--- src/rtl/datapath_run_ctrl.sv ---
// Run controller for the single-cycle datapath: core-reset sequencer, run/halt FSM
// and circular writeback trace buffer. Define TRACE_TS_EN to add cycle stamps per entry.
module datapath_run_ctrl #(
    parameter int                DATA_W     = 32,
    parameter int                RST_CYCLES = 100,
    parameter int                DEPTH      = 16,
    parameter int                MAX_CYCLES = 1024,
    parameter logic [DATA_W-1:0] HALT_VALUE = 32'hFFFF_FFFF
) (
    input  logic                     Clk,
    input  logic                     Rst,
    output logic                     CoreRst,
    input  logic [DATA_W-1:0]        WriteData,
    input  logic                     WbValid,
    output logic                     Halted,
    output logic [31:0]              CycleCount,
    input  logic [$clog2(DEPTH)-1:0] TraceRdAddr,
    output logic [DATA_W-1:0]        TraceRdData,
`ifdef TRACE_TS_EN
    output logic [31:0]              TraceRdStamp,
`endif
    output logic [$clog2(DEPTH):0]   TraceCount,
    output logic                     Overflow
);

    localparam int AW = $clog2(DEPTH);

    typedef enum logic [1:0] {
        RESET_HOLD,
        RUN,
        HALTED
    } state_t;

    state_t          state;
    logic [31:0]     hold_cnt;
    logic [AW-1:0]   wr_ptr;
    logic [DATA_W-1:0] mem [DEPTH];
`ifdef TRACE_TS_EN
    logic [31:0]     stamp_mem [DEPTH];
`endif

    logic          wr_en;
    logic          halt_req;
    logic          rd_hit;
    logic [AW-1:0] rd_idx;

    assign wr_en    = (state == RUN) && WbValid;
    assign halt_req = (state == RUN) &&
                      ((WbValid && (WriteData == HALT_VALUE)) ||
                       (CycleCount == 32'(MAX_CYCLES - 1)));
    assign rd_hit   = {1'b0, TraceRdAddr} < TraceCount;
    // Oldest entry sits TraceCount slots behind the write pointer.
    assign rd_idx   = wr_ptr - TraceCount[AW-1:0] + TraceRdAddr;

    // NOTE: trace storage has no reset so it maps onto plain RAM; the valid
    // window is defined solely by wr_ptr and TraceCount, which are reset.
    always_ff @(posedge Clk) begin
        if (wr_en) begin
            mem[wr_ptr] <= WriteData;
`ifdef TRACE_TS_EN
            stamp_mem[wr_ptr] <= CycleCount;
`endif
        end
    end

    always_ff @(posedge Clk or posedge Rst) begin
        if (Rst) begin
            state       <= RESET_HOLD;
            CoreRst     <= 1'b1;
            Halted      <= 1'b0;
            CycleCount  <= '0;
            TraceCount  <= '0;
            Overflow    <= 1'b0;
            TraceRdData <= '0;
`ifdef TRACE_TS_EN
            TraceRdStamp <= '0;
`endif
            wr_ptr      <= '0;
            hold_cnt    <= '0;
        end else begin
            TraceRdData <= rd_hit ? mem[rd_idx] : '0;
`ifdef TRACE_TS_EN
            TraceRdStamp <= rd_hit ? stamp_mem[rd_idx] : '0;
`endif
            unique case (state)
                RESET_HOLD: begin
                    hold_cnt <= hold_cnt + 32'd1;
                    if (hold_cnt == 32'(RST_CYCLES - 1)) begin
                        state   <= RUN;
                        CoreRst <= 1'b0;
                    end
                end
                RUN: begin
                    CycleCount <= CycleCount + 32'd1;
                    if (wr_en) begin
                        wr_ptr <= wr_ptr + AW'(1);
                        if (TraceCount == (AW + 1)'(DEPTH))
                            Overflow <= 1'b1;
                        else
                            TraceCount <= TraceCount + (AW + 1)'(1);
                    end
                    if (halt_req) begin
                        state   <= HALTED;
                        Halted  <= 1'b1;
                        CoreRst <= 1'b1;
                    end
                end
                HALTED: begin
                    // Everything frozen until Rst.
                end
                default: begin
                    state   <= RESET_HOLD;
                    CoreRst <= 1'b1;
                end
            endcase
        end
    end

endmodule

--- config.mk ---
export PLATFORM = sky130hd
export DESIGN_NAME = datapath_run_ctrl
export DESIGN_NICKNAME = d
export VERILOG_FILES = /design/src/rtl/datapath_run_ctrl.sv
export SDC_FILE = /design/constraint.sdc
export NUM_CORES = 1
export LEC_CHECK = 0
export CORE_MARGIN = 5
export CORE_UTILIZATION = 45
export CTS_CLUSTER_SIZE = 30
export DETAILED_ROUTE_END_ITERATION = 12
export SYNTH_ARGS = -nofsm -noshare
export SYNTH_HDL_FRONTEND = slang
export SYNTH_SLANG_ARGS = --single-unit
--- constraint.sdc ---
create_clock -name Clk -period 4 [get_ports Clk]
set_clock_uncertainty 0.05 [all_clocks]
set_input_delay 0.6 -clock Clk [delete_from_list [all_inputs] [get_ports Clk]]
set_output_delay 0.6 -clock Clk [all_outputs]
set_load 0.01 [all_outputs]
==> flow_metrics.env <==
export IMPL_outcome="finished, final reports clean"
export IMPL_die_height_um=243
export IMPL_clk_root_buffer_cell="sky130_fd_sc_hd__clkbuf_16"
export IMPL_clock_group_share_of_total_power_pct=20.5
export IMPL_timing_worst_setup_path_type="in2reg"
export IMPL_irDropWorstVdd_uv=1270
export IMPL_hold_viol=0
export IMPL_cts_made_buffers=67
export IMPL_finalSetupViolations=0
export IMPL_netlist_area_leader_share_pct=62.8
export IMPL_post_synth_main_area_contributors="sky130_fd_sc_hd__edfxtp_1 63%, sky130_fd_sc_hd__mux4_2 12%, sky130_fd_sc_hd__dfrtp_1 11%"
export IMPL_detail_route_wl_per_cell_um=25.5
export IMPL_critical_path_startpoint_type="primary input"
export IMPL_post_synth_cell_area_avg_um2=19.8
export IMPL_synthesis_instances=1234
export IMPL_via_count=12300
export IMPL_cts_repair_timing_setup_buffer_count=0
export IMPL_synth_async_sr_flop_share_pct=17.7
export IMPL_final_cell_area_um2=29200
export IMPL_die_x_um=243
export IMPL_detailroute_wirelength_met3_um=2790
export IMPL_holdCritPathClass="reg2reg"
export IMPL_synth_top_area_cell="sky130_fd_sc_hd__edfxtp_1"
export IMPL_via_per_inst=5.64
export IMPL_max_clock_freq_mhz=299
export IMPL_crit_required_ns=4.38
export IMPL_met2_length_um=27200
export IMPL_mappedNetlistNets=1291
export IMPL_drc=0
export IMPL_synth_distinct_cells=43
export IMPL_fin_total_pwr_uw=28800
export IMPL_via_count_of_the_first_global_routing_pass=12700
export IMPL_worst_pin_slew_ns=1.04
export IMPL_drt_first_iter_violations=1071
export IMPL_timing_critical_path_fanout_max=31
export IMPL_io_pin_count=111
export IMPL_globalplace_congestion=0.745
export IMPL_p_switching_uw=9990
export IMPL_first_pass_grt_wire_length_um=83800
export IMPL_maxSlewViolCount=0
export IMPL_p_int_uw=18800
export IMPL_h_tree_depth=3
export IMPL_grt_overflow_total=0
export IMPL_clk_transition_reported_paths_ns=0.06
export IMPL_p_leak_uw=0.0101
export IMPL_place_port_buffers=110
export IMPL_floorplan_rows=85
export IMPL_slew_headroom_pct=30.4
export IMPL_period_share_pct=83.5
export IMPL_area_delta_synth_final_pct=19.1
export IMPL_cts_tree="done"
export IMPL_edff_count_synth=512
export IMPL_cap_viol_max_count=0
export IMPL_num_nets_final=1480
export IMPL_design_die_area_um2=59200
export IMPL_comb_power_share_pct=51.3
export IMPL_synth_yosys_seq_area_share_pct=74.0
export IMPL_route_layer_met1_wl_um=24200
export IMPL_switching_share_pct=34.7
export IMPL_antenna_diode_count=0
export IMPL_power_per_cell_area_nw_per_um2=987
export IMPL_crit_path_end_kind="flop"
export IMPL_clk_insertion_delay_late_ns=0.61
export IMPL_ys_warn_count=0
export IMPL_clock_sinks=622
export IMPL_grt_setup_unrepaired="false"
export IMPL_synth_flop_cell="sky130_fd_sc_hd__edfxtp_1"
export IMPL_share_of_layout_cells_above_drive_strength_1_pct=20.9
export IMPL_timing_final_crit_period_ns=3.34
export IMPL_cts_hold_buffers=0
export IMPL_synth_top_cells_by_count="512 x sky130_fd_sc_hd__edfxtp_1, 128 x sky130_fd_sc_hd__mux4_2, 109 x sky130_fd_sc_hd__dfrtp_1, 64 x sky130_fd_sc_hd__mux2i_1, 57 x sky130_fd_sc_hd__xnor2_1"
export IMPL_max_clock_path_buffers=3
export IMPL_dr_pass1_iters=5
export IMPL_top_signal_layer_used="met4"
export IMPL_grt_start_max_net_pins=58
export IMPL_groute_usage_overall_pct=18.9
export IMPL_antenna_violations_before_repair=0
export IMPL_combined_area_of_all_synthesized_cells_um2=24500
export IMPL_antenna_violating_nets_post_route=0
export IMPL_initial_core_utilization_pct=45.4
export IMPL_finalWirelength_um=55400
export IMPL_synth_most_common_cell="sky130_fd_sc_hd__edfxtp_1"
export IMPL_post_cts_resized_instances=0
export IMPL_detailedPlacementHpwl_um=31300
export IMPL_post_dp_cell_area_um2=27100
export IMPL_cp_arrival_ns=3.72
export IMPL_placeableCoreArea_um2=53900
export IMPL_ys_ff_latch=622
export IMPL_seq_power_share_pct=28.3
export IMPL_final_setup_tns_ns=0
## per-layer routing
| layer | vias to the layer above | track usage [%] |
|---|---|---|
| li1 | 5333 | - |
| met1 | 6534 | 27.3 |
| met5 | - | 0 |
| met3 | 75 | 3.29 |
| met2 | 311 | 30.4 |
| met4 | 0 | 4.89 |
## final timing paths
| check | start | cells past startpoint | slack (ns) | to |
|---|---|---|---|---|
| max | TraceRdAddr[1] | 11 | 0.66 | TraceRdData[16] |
| min | Overflow | 1 | 0.41 | Overflow |
| max reg2reg | wr_ptr[0] | 11 | 0.72 | TraceRdData[16] |
| min reg2reg | Overflow | 1 | 0.41 | Overflow |
| max in group asynchronous | Rst | 3 | 2.64 | CycleCount[20] |
| min in group asynchronous | Rst | 2 | 0.46 | TraceRdData[0] |
## flip-flops by register name (all words and copies together) (netlist names)
signal	cells
CycleCount	32
Overflow	1
TraceRdData	32
CoreRst	1
Halted	1
state	2
hold_cnt	32
mem	512
wr_ptr	4
TraceCount	5
## layout make-up
| cell class | instances | area, um2 |
|---|---|---|
| fillers | 4107 | 24700 |
| repair buffers | 169 | 1840 |
| clock buffers | 99 | 1830 |
| well taps | 696 | 871 |
| clock inverters | 22 | 260 |
| flip-flops and latches | 622 | 18100 |
| inverters | 18 | 70.1 |
| multi-input cells | 545 | 6170 |
## logic make-up (layout without fill, tap and decap cells)
family / after synthesis / in the layout / synth area share, %
DFF: 622 / 622 / 74.0
xor gates and xnor gates: 73 / 73 / 2.69
muxes: 225 / 225 / 15.9
and+or+nand+nor: 185 / 185 / 4.06
adders and majority gates: 18 / 18 / 1.01
buffers and inverters: 67 / 308 / 1.33
AOI/OAI and AO/OA: 44 / 44 / 0.991
## critical path, stage by stage
cell	delay, ns
sky130_fd_sc_hd__clkdlybuf4s50_1	0.50
sky130_fd_sc_hd__inv_1	0.08
sky130_fd_sc_hd__fa_1	0.54
sky130_fd_sc_hd__inv_1	0.06
sky130_fd_sc_hd__fa_4	0.86
sky130_fd_sc_hd__buf_12	0.26
sky130_fd_sc_hd__buf_12	0.16
sky130_fd_sc_hd__mux4_2	0.29
sky130_fd_sc_hd__mux2i_1	0.15
sky130_fd_sc_hd__mux2_1	0.15
sky130_fd_sc_hd__a21oi_1	0.04
## stage by stage
stage,util (%),setup slack [ns],instances,hold WS [ns]
finish,54.1,0.660,2171,0.408
floorplan,-,0.0995,1234,0.397
detailed placement,50.2,0.0507,2050,0.399
global placement,50.2,0.0724,2050,0.396
CTS,54.1,0.679,2171,0.412
global route,54.1,0.548,2171,0.423
## placed cells by master, fill, tap and decap left out, types with 7 or more instances in the layout
cell / netlist / final
sky130_fd_sc_hd__mux4_2: 128 / 128
sky130_fd_sc_hd__inv_1: 17 / 16
sky130_fd_sc_hd__edfxtp_1: 512 / 512
sky130_fd_sc_hd__and3_1: 15 / 15
sky130_fd_sc_hd__xnor2_1: 57 / 56
sky130_fd_sc_hd__buf_12: 0 / 24
sky130_fd_sc_hd__xor2_1: 15 / 15
sky130_fd_sc_hd__mux2i_1: 64 / 64
sky130_fd_sc_hd__ha_1: 15 / 14
sky130_fd_sc_hd__mux2_1: 30 / 30
sky130_fd_sc_hd__nand3_1: 26 / 26
sky130_fd_sc_hd__dfrtp_1: 109 / 109
sky130_fd_sc_hd__nor2_4: 0 / 12
sky130_fd_sc_hd__clkdlybuf4s50_1: 0 / 110
sky130_fd_sc_hd__nand4_1: 26 / 26
sky130_fd_sc_hd__clkbuf_16: 0 / 67
sky130_fd_sc_hd__nand2_1: 43 / 43
sky130_fd_sc_hd__buf_4: 14 / 35
sky130_fd_sc_hd__clkbuf_1: 18 / 29
sky130_fd_sc_hd__a21oi_1: 34 / 34
sky130_fd_sc_hd__nor2_1: 26 / 14
sky130_fd_sc_hd__a21o_1: 7 / 7
sky130_fd_sc_hd__nor4_1: 13 / 13
## power groups by stage
stage	Combinational, uW	Clock (uW)	Sequential [uW]
3_5_place_dp	15000	0	8270
5_1_grt	16000	6320	8190
6_report	14800	5900	8140
4_1_cts	15100	6040	8150
3_3_place_gp	15000	0	8250
2_1_floorplan	10400	0	8250
No activity file was read; power rests on OpenSTA's default activity.
